`src/rtl/sodor_imem_responder.sv`:
```
// Instruction-memory model for the Sodor core imem port.
// Accepts fetch requests, answers each one with a ROM word LATENCY cycles
// after accept, and lets the bench preload the ROM through a side load port.
// Ports:
//   clock, reset                 rising-edge clock, async active-high reset
//   io_imem_req_valid/_bits_addr fetch request (byte address)
//   io_imem_resp_valid/_bits_data registered one-cycle response pulse + word
//   load_en/load_addr/load_data  ROM write port (word index), always accepted
//   req_count                    requests accepted since reset (wraps)
//   miss_count                   NOP_INSN responses served (saturates)
module sodor_imem_responder #(
  parameter int unsigned DEPTH     = 64,
  parameter int unsigned AW        = 6,
  parameter logic [31:0] BASE_ADDR = 32'h0000_0000,
  parameter int unsigned LATENCY   = 1,
  parameter logic [31:0] NOP_INSN  = 32'h0000_0013
) (
  input  logic          clock,
  input  logic          reset,
  input  logic          io_imem_req_valid,
  input  logic [31:0]   io_imem_req_bits_addr,
  output logic          io_imem_resp_valid,
  output logic [31:0]   io_imem_resp_bits_data,
  input  logic          load_en,
  input  logic [AW-1:0] load_addr,
  input  logic [31:0]   load_data,
  output logic [31:0]   req_count,
  output logic [15:0]   miss_count
);

  localparam int unsigned CNT_W    = 3;
  localparam int unsigned CNT_INIT = (LATENCY >= 2) ? (LATENCY - 2) : 0;

  typedef enum logic [1:0] {IDLE, WAIT, RESP} state_t;

  state_t             state_q, state_d;
  logic [CNT_W-1:0]   cnt_q, cnt_d;
  logic [31:0]        addr_q, addr_d;
  logic               resp_valid_d;
  logic [31:0]        resp_data_d;
  logic [31:0]        req_count_d;
  logic [15:0]        miss_count_d;
  logic [31:0]        rom_q [DEPTH];

  logic               accept_c;
  logic               capture_c;
  logic [31:0]        rd_addr_c;
  logic [31:0]        rd_off_c;
  logic [AW-1:0]      rd_idx_c;
  logic               rd_hit_c;

  // State, counters and registered response outputs.
  always_ff @(posedge clock or posedge reset) begin
    if (reset) begin
      state_q                <= IDLE;
      cnt_q                  <= '0;
      addr_q                 <= '0;
      io_imem_resp_valid     <= 1'b0;
      io_imem_resp_bits_data <= '0;
      req_count              <= '0;
      miss_count             <= '0;
    end else begin
      state_q                <= state_d;
      cnt_q                  <= cnt_d;
      addr_q                 <= addr_d;
      io_imem_resp_valid     <= resp_valid_d;
      io_imem_resp_bits_data <= resp_data_d;
      req_count              <= req_count_d;
      miss_count             <= miss_count_d;
    end
  end

  // ROM storage; reset fills every word with NOP_INSN.
  always_ff @(posedge clock or posedge reset) begin
    if (reset) begin
      for (int unsigned i = 0; i < DEPTH; i++) begin
        rom_q[i] <= NOP_INSN;
      end
    end else if (load_en) begin
      rom_q[load_addr] <= load_data;
    end
  end

  // Next-state and output logic.
  always_comb begin
    state_d      = state_q;
    cnt_d        = cnt_q;
    addr_d       = addr_q;
    resp_valid_d = 1'b0;
    resp_data_d  = io_imem_resp_bits_data;
    req_count_d  = req_count;
    miss_count_d = miss_count;
    accept_c     = 1'b0;
    capture_c    = 1'b0;
    rd_addr_c    = addr_q;

    case (state_q)
      IDLE, RESP: begin
        accept_c = io_imem_req_valid;
        if (!io_imem_req_valid) begin
          state_d = IDLE;
        end
      end
      WAIT: begin
        if (cnt_q == '0) begin
          capture_c = 1'b1;
        end else begin
          cnt_d = cnt_q - CNT_W'(1);
        end
      end
      default: state_d = IDLE;
    endcase

    if (accept_c) begin
      addr_d      = io_imem_req_bits_addr;
      req_count_d = req_count + 32'd1;
      if (LATENCY == 1) begin
        // Single-cycle latency reads straight from the incoming address.
        capture_c = 1'b1;
        rd_addr_c = io_imem_req_bits_addr;
      end else begin
        state_d = WAIT;
        cnt_d   = CNT_W'(CNT_INIT);
      end
    end

    // Response word is captured on the edge entering RESP; a load landing on
    // that same edge is forwarded, so only loads made during RESP itself miss.
    rd_off_c = rd_addr_c - BASE_ADDR;
    rd_idx_c = AW'(rd_off_c >> 2);
    rd_hit_c = (rd_addr_c >= BASE_ADDR) && ((rd_off_c >> 2) < 32'(DEPTH)) &&
               (rd_addr_c[1:0] == 2'b00);

    if (capture_c) begin
      state_d      = RESP;
      resp_valid_d = 1'b1;
      if (rd_hit_c) begin
        if (load_en && (load_addr == rd_idx_c)) begin
          resp_data_d = load_data;
        end else begin
          resp_data_d = rom_q[rd_idx_c];
        end
      end else begin
        resp_data_d = NOP_INSN;
        if (miss_count != 16'hFFFF) begin
          miss_count_d = miss_count + 16'd1;
        end
      end
    end
  end

endmodule
```
`config.mk`:
```
export PLATFORM = sky130hd
export DESIGN_NAME = sodor_imem_responder
export DESIGN_NICKNAME = d
export VERILOG_FILES = /design/src/rtl/sodor_imem_responder.sv
export SDC_FILE = /design/constraint.sdc
export NUM_CORES = 2
export LEC_CHECK = 0
export CORE_ASPECT_RATIO = 1.4
export CORE_MARGIN = 1
export CORE_UTILIZATION = 41
export DETAILED_ROUTE_END_ITERATION = 10
export PLACE_DENSITY_LB_ADDON = 0.12
export SETUP_SLACK_MARGIN = 0.5
export SLEW_MARGIN = 20
export SYNTH_ARGS = -nofsm -noshare
export SYNTH_HDL_FRONTEND = slang
export SYNTH_SLANG_ARGS = --single-unit
```
`constraint.sdc`:
```
create_clock -name clock -period 83.1 [get_ports clock]
set_input_delay 24.93 -clock clock [delete_from_list [all_inputs] [get_ports clock]]
set_output_delay 24.93 -clock clock [all_outputs]
set_load 0.02 [all_outputs]
```
==> flow_metrics.tcl <==
set metrics [dict create \
    status "finished, final reports clean" \
    yosysWarnings 0 \
    die_width_microns 416 \
    gp_congestion 0.785 \
    grt_pass1_wl_microns 453000 \
    hold_viol 0 \
    clock_latency_ns 0.89 \
    worst_slew_margin_rel_pct 17.4 \
    fin_skew_ns 0.0435 \
    syn_area_per_cell_sq_um 13.5 \
    placed_area_sq_um 103000 \
    pin_count 155 \
    maxSlewViolCount 0 \
    hold_class "register to register" \
    overflow 0 \
    synth_edf_count 0 \
    finalCriticalPeriod_ns 31.21 \
    cp.required_ns 83.98 \
    fillers 21189 \
    ant_nets 0 \
    clkSinkCount 2145 \
    yosysSeqAreaShare_pct 54.7 \
    crit_type "input pin to asynchronous set/reset pin" \
    drive_gt1_share_pct 43.1 \
    period_share_pct 37.6 \
    netlist_area_sq_um 98500 \
    cts_tree "done" \
    setup_violations 0 \
    fmax_mhz 32.0 \
    num_rows 212 \
    hold_slack_ns 0.465 \
    dieArea_sq_um 242000 \
    viasPerCell 5.93 \
    port_buffers 154 \
    grt_max_degree 177 \
    synth_cell_type_count 67 \
    post_cts_resized 0 \
    grt_pass1_vias 64691 \
    ys_seq_elements 2145 \
    die_h_microns 582 \
    rsz0062_at_grt "false" \
    hold_buffers 0 \
    numCtsBuffers 223 \
    drc 0 \
    worstPathArrival_ns 32.08 \
    area_delta_synth_final_pct 11.5 \
    ys_async_sr_fraction_pct 100 \
    worst_setup_path_start_kind "input pin" \
    synthesis.nets 7396 \
    antenna_found_initial 14 \
    dp_hpwl_microns 166000 \
    clockBufferDepth 4 \
    finalSetupTns_ns 0 \
    dr_wl_met2_microns 151000 \
    routedLengthMet1_microns 131000 \
    cts_root_buf "clkbuf_16" \
    synthCells 7320 \
    clkTransAtPathRegs_ns 0.06 \
    wl_per_cell_microns 29.3 \
    via_count 61961 \
    cts_setup_buffers 0 \
    wl_met3_microns 14100 \
    max-vdd-ir-drop_v 0.0000168 \
    leakagePower_uw 0.0495 \
    cts.htree.levels 4 \
    wirelength_microns 306000 \
    worst-path-max-fanout 162 \
    ys.flop_type "dfrtp_1" \
    cap_viol_max_count 0 \
    grt_usage_pct 25.2 \
    power-per-cell-area_nw_per_um2 24.4 \
    drtPass1Iterations 8 \
    postLayoutCellArea_sq_um 110000 \
    drt_iter0_markers 4704 \
    routed.top_layer "met5" \
    worst_pin_slew_ns 1.23 \
    initial_core_util_pct 41.3 \
    core_sq_um 238000 \
    worst_setup_path_end_kind "asynchronous set/reset pin" \
    final_nets 7248 \
    r2r_setup_slack_ns 77.45 \
]
## worst paths after layout
kind,from,cells after the start,end
worst max-delay path,reset,10,rom_q[105]
worst min-delay path,req_count[31],1,req_count[31]
min in group asynchronous,reset,3,rom_q[1809]
max in group clock,io_imem_req_bits_addr[4],13,io_imem_resp_bits_data[18]
worst min register to register,req_count[31],1,req_count[31]
worst max register to register,addr_q[4],12,io_imem_resp_bits_data[18]
## state kept, by name, summed over array words and instances (netlist names)
signal                  cells
req_count                  32
rom_q                    2048
io_imem_resp_valid          1
io_imem_resp_bits_data     32
miss_count                 16
addr_q                     16
## synth_stat cells, types with 55 or more instances
cell,count,area (sq um)
mux2_2,2065,23300
dfrtp_1,1953,48900
nand2_1,763,2860
clkbuf_1,338,1270
nand3_1,327,1640
mux4_2,255,5740
mux2i_1,205,2050
dfstp_2,192,5040
buf_1,168,631
buf_2,134,671
o2111ai_1,99,867
a221oi_1,88,771
a31oi_1,87,544
nand4_1,72,450
nor2_1,64,240
o22ai_1,55,344
## final cells by class
type	count	area (sq um)	share of cell area [%]
flip-flops and latches	2145	53900	49.1
multi-input cells	4440	41700	38.0
clock buffers	342	6750	6.15
well taps	3103	3880	3.53
repair buffers	334	2870	2.61
clock inverters	59	588	0.535
inverters	28	145	0.132
diodes	4	10.0	0.00911
## routing by layer
layer / vias up / GRT usage, %
li1: 26339 / -
met2: 1487 / 42.9
met5: - / 0
met3: 472 / 3.39
met4: 10 / 7.70
met1: 33653 / 33.3
## placed cells by master (no fill, tap or decap), drive strengths merged, types with 16 or more instances in the layout
master         synthesis  layout
o21ai                 16      16
xnor2                 39      39
nand3                328     328
clkbuf               338     342
o2111ai               99      99
a221oi                88      88
o22ai                 55      55
clkinv                 1      43
mux2i                210     210
dfrtp               1953    1953
a31oi                 87      87
o211ai                35      35
dfstp                192     192
nor2b                 16      16
nor2                  65      65
mux4                 255     255
mux2                2065    2065
a211oi                20      20
nand2                765     765
inv                   27      29
buf                  369     213
nand4                 72      72
nor3                  54      54
clkdlybuf4s50          0     121
a21oi                 47      47
## critical path: stages
cell             delay (ns)
clkdlybuf4s50_1        0.44
clkinvlp_4             0.10
buf_12                 0.52
buf_4                  0.83
buf_4                  0.81
buf_12                 0.61
buf_4                  0.81
buf_4                  0.81
buf_12                 0.67
buf_4                  0.81
## through the flow
step	cells	util (%)	total power, uW	worst slack [ns]
2_1_floorplan	7320	-	1570	28.53
3_3_place_gp	10050	43.0	1670	50.98
3_5_place_dp	10050	43.0	1680	50.76
4_1_cts	10451	46.1	2700	51.72
5_1_grt	10453	46.1	2790	50.88
6_report	10455	46.1	2680	51.89
## power breakdown
group	internal (uW)	switching (uW)	total, uW	leakage [uW]
Clock	588	427	1010	0.00364
Combinational	192	213	404	0.0179
Sequential	1190	68.2	1260	0.0279
Total	1970	708	2680	0.0495
## logic make-up (layout without fill, tap and decap cells)
| kind of cell | Yosys count | in the layout | share of synthesized area (%) |
|---|---|---|---|
| buffers and inverters | 735 | 763 | 3.31 |
| AND/OR/NAND/NOR | 1355 | 1355 | 6.09 |
| AO/OA/AOI/OAI | 501 | 501 | 3.78 |
| flip-flops | 2145 | 2145 | 54.7 |
| other | 0 | 4 | 0 |
| multiplexers | 2530 | 2530 | 31.6 |
| adder cells (fa/ha/maj) | 2 | 2 | 0.0254 |
| XOR/XNOR | 52 | 52 | 0.462 |
No activity file was read; power rests on OpenSTA's default activity.
